===== config.mk =====
export PLATFORM = sky130hd
export DESIGN_NAME = r_drain_flat
export DESIGN_NICKNAME = d
export VERILOG_FILES = /design/src/rtl/r_drain_pkg.sv /design/src/rtl/r_drain_if.sv /design/src/rtl/r_drain.sv /design/src/flat_wrapper.sv
export SDC_FILE = /design/constraint.sdc
export NUM_CORES = 1
export LEC_CHECK = 0
export CAP_MARGIN = 30
export CORE_AREA = 3 3 62 64
export CTS_CLUSTER_DIAMETER = 40
export DETAILED_ROUTE_END_ITERATION = 8
export DIE_AREA = 0 0 65 67
export PLACE_DENSITY_LB_ADDON = 0.25
export SETUP_SLACK_MARGIN = 0.1
export SYNTH_ARGS = -nofsm -noshare
export SYNTH_HDL_FRONTEND = slang
export SYNTH_SLANG_ARGS = --single-unit

===== constraint.sdc =====
create_clock -name r_clk -period 2.8 [get_ports r_clk]
set_input_delay 0.56 -clock r_clk [delete_from_list [all_inputs] [get_ports r_clk]]
set_output_delay 0.56 -clock r_clk [all_outputs]
set_load 0.05 [all_outputs]

===== src/rtl/r_drain_pkg.sv =====
// rtl/r_drain_pkg.sv - shared types and constants for the FIFO read-side output buffer
package r_drain_pkg;

    localparam int DATA_W_DEF = 8;
    localparam int CNT_W      = 16;

    typedef enum logic [1:0] {
        S_EMPTY = 2'd0,
        S_ONE   = 2'd1,
        S_TWO   = 2'd2
    } buf_state_t;

    function automatic logic [1:0] held_of(input buf_state_t s);
        case (s)
            S_ONE:   return 2'd1;
            S_TWO:   return 2'd2;
            default: return 2'd0;
        endcase
    endfunction

    function automatic buf_state_t state_of(input logic [1:0] n);
        case (n)
            2'd0:    return S_EMPTY;
            2'd1:    return S_ONE;
            default: return S_TWO;
        endcase
    endfunction

endpackage


===== src/rtl/r_drain_if.sv =====
// rtl/r_drain_if.sv - FIFO read port plus downstream valid/ready stream of the drain block
interface r_drain_if #(
    parameter int DATA_W = r_drain_pkg::DATA_W_DEF
);
    logic              empty;
    logic [DATA_W-1:0] r_data;
    logic              flush;
    logic              out_ready;
    logic              r_en;
    logic [DATA_W-1:0] out_data;
    logic              out_valid;
    logic [15:0]       word_count;

    modport master (
        input  empty, r_data, flush, out_ready,
        output r_en, out_data, out_valid, word_count
    );

    modport slave (
        output empty, r_data, flush, out_ready,
        input  r_en, out_data, out_valid, word_count
    );
endinterface


===== src/rtl/r_drain.sv =====
// rtl/r_drain.sv - turns the latency-1 FIFO read port into a valid/ready stream via a 2-entry buffer
module r_drain
    import r_drain_pkg::*;
#(
    parameter int DATA_W = DATA_W_DEF
) (
    input  logic      r_clk,
    input  logic      n_rst,
    r_drain_if.master bus
);

    buf_state_t        state_q, state_d;
    logic              inflight_q, inflight_d;
    logic [DATA_W-1:0] head_q, head_d;
    logic [DATA_W-1:0] tail_q, tail_d;
    logic [CNT_W-1:0]  word_count_q, word_count_d;

    logic [1:0] held;
    logic [1:0] after_pop;
    logic [2:0] occ;
    logic       out_valid;
    logic       pop;
    logic       r_en;

    always_comb begin
        held      = held_of(state_q);
        out_valid = (state_q != S_EMPTY);
        pop       = out_valid & bus.out_ready & ~bus.flush;
        after_pop = held - {1'b0, pop};
        // Words held plus the one still coming out of the RAM must fit in two slots.
        occ       = {1'b0, held} + {2'b0, inflight_q} - {2'b0, pop};
        r_en      = n_rst & ~bus.empty & ~bus.flush & (occ <= 3'd1);
    end

    always_comb begin
        state_d      = state_q;
        inflight_d   = r_en;
        head_d       = head_q;
        tail_d       = tail_q;
        word_count_d = word_count_q + {{(CNT_W-1){1'b0}}, pop};

        if (bus.flush) begin
            state_d    = S_EMPTY;
            inflight_d = 1'b0;
        end else begin
            if (pop && held == 2'd2) begin
                head_d = tail_q;
            end
            // The arriving word lands behind whatever survives this edge's pop.
            if (inflight_q) begin
                if (after_pop == 2'd0) begin
                    head_d = bus.r_data;
                end else begin
                    tail_d = bus.r_data;
                end
            end
            state_d = state_of(after_pop + {1'b0, inflight_q});
        end
    end

    always_ff @(posedge r_clk or negedge n_rst) begin
        if (!n_rst) begin
            state_q      <= S_EMPTY;
            inflight_q   <= 1'b0;
            head_q       <= '0;
            tail_q       <= '0;
            word_count_q <= '0;
        end else begin
            state_q      <= state_d;
            inflight_q   <= inflight_d;
            head_q       <= head_d;
            tail_q       <= tail_d;
            word_count_q <= word_count_d;
        end
    end

    assign bus.r_en       = r_en;
    assign bus.out_valid  = out_valid;
    assign bus.out_data   = head_q;
    assign bus.word_count = word_count_q;

endmodule


===== src/flat_wrapper.sv =====
// flat-port wrapper written by rule: the top's interface ports become plain ports
module r_drain_flat import r_drain_pkg::*;
#(
    parameter int DATA_W = DATA_W_DEF
)
  (r_clk, n_rst, bus_empty, bus_r_data, bus_flush, bus_out_ready, bus_r_en, bus_out_data, bus_out_valid, bus_word_count);
  r_drain_if #(.DATA_W(DATA_W)) bus_i ();
  input  logic r_clk;
  input  logic n_rst;
  input wire logic [$bits(bus_i.empty)-1:0] bus_empty;
  input wire logic [$bits(bus_i.r_data)-1:0] bus_r_data;
  input wire logic [$bits(bus_i.flush)-1:0] bus_flush;
  input wire logic [$bits(bus_i.out_ready)-1:0] bus_out_ready;
  output wire logic [$bits(bus_i.r_en)-1:0] bus_r_en;
  output wire logic [$bits(bus_i.out_data)-1:0] bus_out_data;
  output wire logic [$bits(bus_i.out_valid)-1:0] bus_out_valid;
  output wire logic [$bits(bus_i.word_count)-1:0] bus_word_count;
  assign bus_i.empty = bus_empty;
  assign bus_i.r_data = bus_r_data;
  assign bus_i.flush = bus_flush;
  assign bus_i.out_ready = bus_out_ready;
  assign bus_r_en = bus_i.r_en;
  assign bus_out_data = bus_i.out_data;
  assign bus_out_valid = bus_i.out_valid;
  assign bus_word_count = bus_i.word_count;
  r_drain #(.DATA_W(DATA_W)) u_core (.r_clk(r_clk), .n_rst(n_rst), .bus(bus_i));
endmodule

==> impl_metrics.json <==
{
  "core_sq_um": 3337,
  "ctsRootBufferMaster": "clkbuf_4",
  "ff2ff_path_depth": 7,
  "ant_nets": 0,
  "highest-signal-layer": "met4",
  "drc": 0,
  "grt_pass1_wl_um": 5547,
  "synth_top_cell_area_share_pct": 53.31,
  "ir_drop_mv": 0.4434,
  "layout_commonest_cell": "clkdlybuf4s50_1",
  "grt.overflow.total": 0,
  "cts_setup_buffers": 0,
  "n_antenna_cell": 0,
  "grt_usage_pct": 16.95,
  "path_class": "input port to primary output",
  "fmax_mhz": 299.4,
  "dieHeight_um": 67,
  "hold_class": "register to register",
  "end_kind": "primary output",
  "post_route_cells_drive_above_1_share_pct": 9.744,
  "cts_buffers": 5,
  "place_inst": 233,
  "syn_area_sq_um": 1643,
  "rows": 21,
  "synth_cells": 146,
  "synthTopCellsByArea": "dfrtp_1, inv_1, a222oi_1, mux2i_1, ha_1",
  "layoutNonFillerInstCount": 241,
  "rsz0062_at_grt": "true",
  "io_pins": 39,
  "wl_met2_um": 1608,
  "hold_ws_ps": 474.4,
  "synth_warnings": 0,
  "clk_pin_slew_worst_paths_ps": 100,
  "drt_wl_total_um": 3248,
  "synthToLayoutAreaGrowth_pct": 34.20,
  "clock_skew_ps": 12.82,
  "clock_path_buffers": 2,
  "wl_per_cell_um": 13.48,
  "antenna_found_initial": 0,
  "slew_headroom_pct": 51.57,
  "ys_ff_latch": 35,
  "slew_violations": 0,
  "utilization_pct": 66.07,
  "io_buffers": 38,
  "violations": "negative setup slack",
  "layout.nets": 214,
  "finalWorstPathRequiredPeriod_ps": 3340,
  "route.met3.wl_um": 201,
  "wl_met1_um": 1396,
  "die-area_sq_um": 4355,
  "p_per_area_nw_per_um2": 796.9,
  "grt_pass1_vias": 1226,
  "routabilityCongestion": 0.8253,
  "maxCapViolations": 0,
  "synth_ff_type": "dfrtp_1",
  "vias": 1243,
  "p_leak_nw": 1.166,
  "initial_utilization_pct": 49.23,
  "viasPerCell": 5.158,
  "grt_max_degree": 36,
  "dp_hpwl_um": 2486,
  "drt_iter0_markers": 74,
  "min_period_over_period_pct": 119.3,
  "avgSynthCellArea_sq_um": 11.25,
  "crit_fanout": 2,
  "drt-pass1-iter-count": 5,
  "dieWidth_um": 65,
  "critPathArrivalTime_ps": 2780,
  "clk_latency_ps": 340,
  "cts.sinks": 35,
  "worst_pin_slew_ps": 723.1,
  "setup_ws_ps": -540.3,
  "yosys.cell_types.count": 27,
  "whs_path_depth": 1,
  "start_kind": "input port",
  "yosysSeqAreaShare_pct": 53.31,
  "fillCellCount": 270,
  "hold_viol": 0,
  "synthArstFlopShare_pct": 100.0,
  "setup_violations": 1,
  "status": "finished with violations",
  "yosysTopAreaCell": "dfrtp_1",
  "cp.required_ps": 2240,
  "cts_hold_buf": 0,
  "syn_nets": 166,
  "synth_edf_count": 0,
  "htree_levels": 2,
  "final_cell_mix": "clkdlybuf4s50_1, dfrtp_1, inv_1",
  "cts_tree": "done"
}
## synthesized netlist by cell type, drive strengths merged, types with 2 or more instances
master / number
nor4: 3
ha: 6
nand2: 4
xor2: 8
nor3: 3
a222oi: 8
and3: 3
dfrtp: 35
and3b: 3
nor2: 4
nand4: 3
inv: 31
mux2i: 8
buf: 2
nand3: 7
xnor2: 9
## power by group
group,switching [mW],internal (mW),leakage [nW]
registers,0.0633,0.636,0.427
logic,0.475,0.273,0.700
clock network,0.162,0.148,0.0386
total,0.701,1.06,1.17
## per-stage QoR
stage | area (sq um) | total power [mW] | TNS [ps] | setup slack, ps
finish | 2205 | 1.757 | -540.3 | -540.3
global route | 2205 | 1.863 | -654.5 | -654.5
CTS | 2205 | 1.781 | -553.6 | -553.6
floorplan | 1660 | 1.198 | -397.7 | -397.7
global placement | 2133 | 1.434 | -541.9 | -541.9
detailed placement | 2133 | 1.466 | -638.3 | -638.0
## registers in the layout (all words and copies together) (netlist names)
name,count
u_core.bus.word_count,16
u_core.bus.out_data,8
u_core.inflight_q,1
u_core.tail_q,8
u_core.state_q,2
## layout make-up
class,count,area [sq um],area share [%]
well taps,46,57.56,2.611
multi-input cells,77,650.6,29.51
repair buffers,44,435.4,19.75
flip-flops and latches,35,875.8,39.73
inverters,31,116.4,5.278
clock buffers,8,68.82,3.121
## cell families (layout without fill, tap and decap cells)
logic type | count (synthesis) | in the layout | share of synthesized area [%]
flops | 35 | 35 | 53.31
xor+xnor | 17 | 17 | 9.521
compound gates | 10 | 10 | 5.789
fa+ha+maj | 7 | 7 | 5.788
simple gates | 35 | 35 | 12.41
buf+inv | 34 | 83 | 8.301
mux | 8 | 8 | 4.875
## critical path: stages
cell and delay, ps:
clkdlybuf4s50_1 470, and3b_1 200, ha_1 290, inv_1 60, ha_1 140, inv_1 50
fa_1 490, nand2_2 80, nor4_4 280, buf_12 180
## routing by layer
layer	up-vias	GRT usage (%)
met3	5	6.071
met2	39	27.97
met1	612	20.80
met5	-	0
met4	0	5.013
li1	587	-
## timing repair
item / CTS / global route
pin swaps: 1 / 0
setup endpoints to repair: 1 / 1
gates resized for setup: 1 / 0
## final timing paths
path / from / to / slack (ps)
min reg2reg: u_core.bus.word_count[15]$_DFF_PN0_ / u_core.bus.word_count[15]$_DFF_PN0_ / 470
max: bus_flush / bus_r_en / -540
min: u_core.bus.word_count[15]$_DFF_PN0_ / u_core.bus.word_count[15]$_DFF_PN0_ / 470
max reg2reg: u_core.state_q[1]$_DFF_PN0_ / u_core.bus.out_data[1]$_DFFE_PN0N_ / 500
min in group asynchronous: n_rst / u_core.bus.word_count[14]$_DFF_PN0_ / 770
max in group asynchronous: n_rst / u_core.state_q[1]$_DFF_PN0_ / 1720
Power figures use the tool's default switching activity.
